### src/rtl/punc_program_loader.sv
// Program loader for the PUnC core: streams a word image into LC3 memory through
// its write port and holds the core in reset until the whole image has landed.
module punc_program_loader #(
  parameter int MEM_WORDS = 1024,
  parameter int CNT_W     = 11
) (
  input  logic             clk,
  input  logic             rst,
  input  logic             start,
  input  logic             abort,
  input  logic [15:0]      base_addr,
  input  logic [CNT_W-1:0] word_count,
  input  logic             in_valid,
  input  logic [15:0]      in_data,
  output logic             in_ready,
  output logic             mem_w_en,
  output logic [15:0]      mem_w_addr,
  output logic [15:0]      mem_w_data,
  output logic             core_rst,
  output logic             busy,
  output logic             done,
  output logic             error,
  output logic [15:0]      checksum
);

  typedef enum logic [2:0] {
    ST_IDLE  = 3'd0,
    ST_LOAD  = 3'd1,
    ST_FLUSH = 3'd2,
    ST_DONE  = 3'd3,
    ST_ERR   = 3'd4
  } state_t;

  state_t           state_r, state_nxt_s;
  logic [15:0]      addr_ptr_r, addr_ptr_nxt_s;
  logic [CNT_W-1:0] remaining_r, remaining_nxt_s;
  logic [15:0]      checksum_r, checksum_nxt_s;
  logic             mem_w_en_r, mem_w_en_nxt_s;
  logic [15:0]      mem_w_addr_r, mem_w_addr_nxt_s;
  logic [15:0]      mem_w_data_r, mem_w_data_nxt_s;
  logic             core_rst_r, busy_r, done_r, error_r;
  logic             handshake_s;
  logic [16:0]      end_addr_s;
  logic             range_bad_s;

  // Handshake gating: abort withdraws ready in the very cycle it is seen.
  always_comb begin
    in_ready    = (state_r == ST_LOAD) && !abort;
    handshake_s = in_ready && in_valid;
    // 17-bit sum so an image ending exactly at MEM_WORDS is legal and wrap is caught
    end_addr_s  = 17'(base_addr) + 17'(word_count);
    range_bad_s = (end_addr_s > 17'(MEM_WORDS));
  end

  // Next-state and next-register logic.
  always_comb begin
    state_nxt_s      = state_r;
    addr_ptr_nxt_s   = addr_ptr_r;
    remaining_nxt_s  = remaining_r;
    checksum_nxt_s   = checksum_r;
    mem_w_en_nxt_s   = 1'b0;
    mem_w_addr_nxt_s = mem_w_addr_r;
    mem_w_data_nxt_s = mem_w_data_r;
    case (state_r)
      ST_IDLE, ST_DONE, ST_ERR: begin
        if (start) begin
          checksum_nxt_s = 16'd0;
          if (range_bad_s) begin
            state_nxt_s = ST_ERR;
          end else if (word_count == {CNT_W{1'b0}}) begin
            state_nxt_s = ST_DONE;
          end else begin
            state_nxt_s     = ST_LOAD;
            addr_ptr_nxt_s  = base_addr;
            remaining_nxt_s = word_count;
          end
        end else begin
          state_nxt_s = state_r;
        end
      end
      ST_LOAD: begin
        if (abort) begin
          state_nxt_s = ST_IDLE;
        end else if (handshake_s) begin
          mem_w_en_nxt_s   = 1'b1;
          mem_w_addr_nxt_s = addr_ptr_r;
          mem_w_data_nxt_s = in_data;
          addr_ptr_nxt_s   = addr_ptr_r + 16'd1;
          remaining_nxt_s  = remaining_r - CNT_W'(1);
          checksum_nxt_s   = checksum_r + in_data;
          if (remaining_r == CNT_W'(1)) begin
            state_nxt_s = ST_FLUSH;
          end else begin
            state_nxt_s = ST_LOAD;
          end
        end else begin
          state_nxt_s = ST_LOAD;
        end
      end
      ST_FLUSH: begin
        state_nxt_s = ST_DONE;
      end
      default: begin
        state_nxt_s = ST_IDLE;
      end
    endcase
  end

  // State and output registers; status flags are decoded from the next state
  // so they line up with the state they describe.
  always_ff @(posedge clk or negedge rst) begin
    if (!rst) begin
      state_r      <= ST_IDLE;
      addr_ptr_r   <= 16'd0;
      remaining_r  <= {CNT_W{1'b0}};
      checksum_r   <= 16'd0;
      mem_w_en_r   <= 1'b0;
      mem_w_addr_r <= 16'd0;
      mem_w_data_r <= 16'd0;
      core_rst_r   <= 1'b1;
      busy_r       <= 1'b0;
      done_r       <= 1'b0;
      error_r      <= 1'b0;
    end else begin
      state_r      <= state_nxt_s;
      addr_ptr_r   <= addr_ptr_nxt_s;
      remaining_r  <= remaining_nxt_s;
      checksum_r   <= checksum_nxt_s;
      mem_w_en_r   <= mem_w_en_nxt_s;
      mem_w_addr_r <= mem_w_addr_nxt_s;
      mem_w_data_r <= mem_w_data_nxt_s;
      core_rst_r   <= (state_nxt_s != ST_DONE);
      busy_r       <= (state_nxt_s == ST_LOAD) || (state_nxt_s == ST_FLUSH);
      done_r       <= (state_nxt_s == ST_DONE);
      error_r      <= (state_nxt_s == ST_ERR);
    end
  end

  assign mem_w_en   = mem_w_en_r;
  assign mem_w_addr = mem_w_addr_r;
  assign mem_w_data = mem_w_data_r;
  assign core_rst   = core_rst_r;
  assign busy       = busy_r;
  assign done       = done_r;
  assign error      = error_r;
  assign checksum   = checksum_r;

endmodule

### config.mk
export PLATFORM = sky130hd
export DESIGN_NAME = punc_program_loader
export DESIGN_NICKNAME = d
export VERILOG_FILES = /design/src/rtl/punc_program_loader.sv
export SDC_FILE = /design/constraint.sdc
export NUM_CORES = 1
export LEC_CHECK = 0
export CAP_MARGIN = 40
export CORE_ASPECT_RATIO = 2
export CORE_MARGIN = 8
export CORE_UTILIZATION = 50
export CTS_BUF_LIST = sky130_fd_sc_hd__clkbuf_8
export DETAILED_ROUTE_END_ITERATION = 10
export HOLD_SLACK_MARGIN = 0.02
export PLACE_DENSITY = 0.85
export SLEW_MARGIN = 5
export SYNTH_ARGS = -nofsm -noshare
export SYNTH_HDL_FRONTEND = slang
export SYNTH_SLANG_ARGS = --single-unit
### constraint.sdc
create_clock -name clk -period 7.3 [get_ports clk]
set_input_delay 0.73 -clock clk [delete_from_list [all_inputs] [get_ports clk]]
set_output_delay 0.73 -clock clk [all_outputs]
set_load 0.005 [all_outputs]
### Word-level counts from Yosys, hierarchy flattened

Index checks and enable logic that the tools add are counted.

* register bits after elaboration: 83
* input bits: 48
* output and inout bits: 54
* word-level logic and storage cells: 69

* $add $sub $neg: 4
* magnitude comparators: 1
* equal/unequal tests: 15
* multiplexer cells: 26
* bitwise logic cells: 1
* reduce and logical (&&, ||, !) cells: 11

Operator list (count)
* 16-bit two-way mux: 8
* 16-bit one-hot mux with 2 select lines: 2
* 11-bit two-way mux: 5
* 11-bit one-hot mux with 2 select lines: 1
* 16-bit by 11-bit adder with 17-bit output: 1
* 17-bit by 11-bit greater-than comparator with 1-bit output, second input constant: 1
* 16-bit by 1-bit adder with 16-bit output, second input constant: 1
* 16-bit adder: 1
* 3-bit by 2-bit == test with 1-bit output, second input constant: 4
* 3-bit two-way mux: 4
* 11-bit by 1-bit == test with 1-bit output, second input constant: 1
* 11-bit logical NOT: 1
* 11-bit by 1-bit subtractor with 11-bit output, second input constant: 1
* 2-bit != test, second input constant: 5
* 3-bit one-hot mux with 3 select lines: 1
* 3-bit by 1-bit == test with 1-bit output, second input constant: 2
* 3-bit == test, second input constant: 2
* 6-bit AND reduction: 1
* 2-bit two-way mux: 2
* 4-bit AND reduction: 1
* 3-bit logical NOT: 1
* 1-bit two-way mux: 3
* 3-bit by 2-bit != test with 1-bit output, second input constant: 1
* 3-bit AND reduction: 1
* 6 further kinds: 7

### Depth between registers and ports, before layout

* depth in word-level cells: 8
* depth in mapped cells: 11
* gate-level depth less buffers: 10

### Worst setup path after synthesis

OpenSTA, ideal clock, no wires.

* kind: input to register
* start point: input port base_addr[0]
* end point: register addr_ptr_r[2]
* library setup time: 0.090 ns
* data arrival time: 3.521 ns
* data required time: 7.210 ns
* path slack: 3.689 ns
* stages on the path: 10
* buffers on the path: 0
* cell sequence: ha_1 fa_1 or2_2 a2111oi_0 nand3_1 or4_4 o41ai_4 nand3_4 or4_1 o221ai_1

* cells in the longest elaborated chain, start to end: 4

RTL lines
* start, declared: RTL line 11 `input logic [15:0] base_addr,`
* 16-bit by 11-bit adder with 17-bit output: RTL line 51 `end_addr_s = 17'(base_addr) + 17'(word_count);`
* 17-bit by 11-bit greater-than comparator with 1-bit output: RTL line 52 `range_bad_s = (end_addr_s > 17'(MEM_WORDS));`
* 2-bit != test (no source line)
* 6-bit AND reduction (no source line)
* end signal, assigned: RTL line 126 `addr_ptr_r <= addr_ptr_nxt_s;`
* end, declared: RTL line 35 `logic [15:0] addr_ptr_r, addr_ptr_nxt_s;`

Every way passes these cells.
A chain may end at the register's enable or synchronous reset.

### Final worst setup path

* start point: input port base_addr[0]
* end point: register addr_ptr_r[1]

Same word-level chain as after synthesis.

==> run_results.csv <==
group,metric,value,unit
run_status,status,"finished, final reports clean",
setup_path,crit_slowest_cell,"a21oi_2",
timing,rsz0062_at_grt,"false",
routing,firstDrtPassIters,5,
synth,yosys_warnings,0,
synth,ys_ff_latch,83,
synth,synth_top_area_share,38.72,%
timing,clock_skew,0.006206,ns
cts,cts_tree,"yes",
final_layout,area_growth,26.12,%
floorplanning,fp.dieW,88.80,µm
timing,period_needed,4.209,ns
setup_path,r2r-start,"state_r[2]",
setup_path,cp_cell_sequence,"clkdlybuf4s50_1 > ha_1 > fa_1 > a211oi_1 > nor2_1 > o31ai_1 > a21bo_2 > o211ai_1 > and4_1 > a21oi_2 > buf_6 > mux2_2",
timing,maxSlewViolCount,0,
cts,hold_buffers,0,
routing,finalWirelength,16870,µm
pwr,seqPwrFrac,46.5,%
pwr,internal_power,0.8799,mW
placement,pre_cts_slack,2.437,ns
setup_path,critPathArrivalTime,4.46,ns
setup_path,crit_type,"input port to flip-flop",
global_route,grt_usage,24.33,%
synth,ys_types,71,
cts,postCtsSetupRepairBufs,0,
setup_path,end_kind,"flip-flop",
routing,drt-initial-drc-count,361,
floorplanning,die_h,161.6,µm
routing,wire_per_inst,19.77,µm
final_layout,fillers,893,
cts,clk_path_buf_depth,2,
setup_path,crit_required,7.56,ns
global_route,grt_remaining_overflow,0,
timing,clock.fmax,237.6,MHz
synth,syn_inst,624,
floorplanning,dieArea,14350,µm²
timing,layout_setup_ws,3.091,ns
floorplanning,core,10410,µm²
synth,synth.most_common_cell,"nand2_1",
timing,slew_headroom,52.36,%
placement,dp_hpwl,12780,µm
flow_run,cap_viol_max_count,0,
pwr,p_sw,0.4075,mW
cts,cts_htree_levels,3,
pwr,power_frac_clock,30.0,%
synth,synth_nets,703,
global_route,grt_pass1_vias,5412,
synth,synthFlopType,"dfrtp_1",
timing,finalSetupViolations,0,
floorplanning,io_pins,102,
setup_path,r2r_cells,9,
placement,gp_congestion,1.018,
cts,clk_pin_slew_worst_paths,0.09,ns
timing,tightest_slew,0.7146,ns
synth,synth_area_leaders,"dfrtp_1 39%, nand2_1 9.6%, ha_1 6.8%",
pwr,p_leak,2.969,nW
global_route,antenna_found_initial,0,
cts,root_buffer,"clkbuf_8",
final_layout,nets,790,
synth,ys_async_sr_fraction,100.0,%
setup_path,cp-start-kind,"input port",
final_layout,diodes,0,
cts,cts_resized,0,
routing,vias,5197,
synth,synth_commonest_cells,"136 x nand2_1, 82 x dfrtp_1, 46 x o21ai_0",
floorplanning,initial_core_util,50.90,%
synth,synth_seq_area_share,39.22,%
cts,cts_sinks,83,
timing,finalSetupTns,0,ns
global_route,grt_max_degree,75,
setup_path,max_stage_delay,0.48,ns
final_layout,final_core_util,64.19,%
final_layout,drive_gt1_share,5.866,%
min_path,hold_path_class,"input port to asynchronous set/reset pin",
pwr,combPwrFrac,23.5,%
synth,synth_edf_count,0,
timing,hold_viol_final,0,
cts,clk_latency,0.36,ns
routing,avgViaCountPerCell,6.093,
cts,cts_buffers,9,
setup_path,reg2reg_slack,4.05,ns
placement,port_buffers,101,
synth,syn_avg_cell_area,8.492,µm²
timing,post-route-period-util,57.66,%
setup_path,r2r_end,"addr_ptr_r[1]",
floorplanning,fp-row-count,53,
pwr,swShare,31.65,%
synth,yosys.area.top_type,"dfrtp_1",
pwr,p_per_area,192.7,nW/µm²
global_route,grt_pass1_wl,26940,µm
setup_path,critPathMaxFanout,10,
synth,syn_area,5299,µm²
routing,ant_nets,0,
pwr,ir_drop,0.0001228,V
routing,remaining_drc_errors,0,
how the worst max path moves through the flow:
stage                       start        endpoint  cells past startpoint
finish               base_addr[0]   addr_ptr_r[1]                     12
detailed placement  word_count[0]  remaining_r[4]                     11
floorplan            base_addr[0]   addr_ptr_r[2]                     10
CTS                 word_count[0]  remaining_r[2]                     11
global route         base_addr[0]   addr_ptr_r[1]                     12
global placement    word_count[0]  remaining_r[2]                     11
stage by stage:
step,hold WS [ns],instance area (µm²),cells,power (mW)
after floorplan,0.4344,5299,624,0.7594
after global placement,0.4567,6361,832,0.8844
after detailed placement,0.4610,6431,836,0.9036
after CTS,0.2739,6668,852,1.287
after global routing,0.2837,6683,853,1.347
final,0.2806,6683,853,1.287
logic make-up after synthesis:
family	share of synthesized area [%]
muxes	1.157
AOI/OAI and AO/OA	22.36
DFF	39.22
adders and majority gates	7.603
and+or+nand+nor	23.80
buffers and inverters	3.542
xor gates and xnor gates	2.314
final cells by class:
type / count / area (µm²) / area share [%]
Clock buffer: 11 / 151.4 / 2.265
Inverter: 12 / 45.04 / 0.6740
Tap cell: 137 / 171.4 / 2.565
Clock inverter: 5 / 85.08 / 1.273
Timing Repair Buffer: 109 / 1116 / 16.70
Multi-Input combinational cell: 496 / 3035 / 45.42
Sequential cell: 83 / 2078 / 31.10
sequential cells by signal, indices dropped and copies added, names as in the netlist:
register,cells
done,1
addr_ptr_r,16
checksum,16
mem_w_data,16
mem_w_en,1
error,1
busy,1
state_r,3
core_rst,1
mem_w_addr,16
remaining_r,11
critical path: cells and delay by family:
kind | cells | cell delay (ns)
compound gates | 5 | 1.57
fa+ha+maj | 2 | 0.70
buf+inv | 2 | 0.69
mux | 1 | 0.33
simple gates | 2 | 0.43
per-layer routing:
layer,wire length (µm),track usage [%],vias up
li1,-,-,2441
met1,5814,24.34,2471
met2,9227,44.66,231
met3,1037,3.715,54
met4,786,14.04,0
met5,0,0,-
cells in the final DEF, fill, tap and decap left out, types with 4 or more instances in the layout:
master           netlist  final
a211oi_1               8      8
a21o_1                 7      7
a21oi_1               37     37
a22o_1                 4      4
a31oi_1                8      8
and3_1                 6      6
buf_4                  2      4
clkbuf_8               0     11
clkdlybuf4s50_1        0    100
dfrtp_1               82     82
ha_1                  29     29
inv_1                 12     12
mux2i_1                5      5
nand2_1              136    135
nand3_1               16     16
nand4_1                4      4
nor2_1                40     40
nor2b_1                5      5
nor3_1                16     16
nor3b_1                8      8
nor4_1                 7      7
o211ai_1               6      6
o21ai_0               46     46
o221ai_1               5      5
o22ai_1               13     13
o31ai_1                5      5
o32a_1                 4      4
or3_1                  5      5
or4_1                  5      5
xnor2_1               10     10
xor2_1                 4      4
power by group through the flow:
stage                     clock, mW  sequential [mW]  combinational, mW
after global routing          0.408            0.608              0.331
final                         0.387            0.598              0.303
after global placement            0            0.600              0.284
after floorplan                   0            0.578              0.181
after detailed placement          0            0.605              0.299
after CTS                     0.391            0.596              0.300
(Power assumes the default switching activity.)
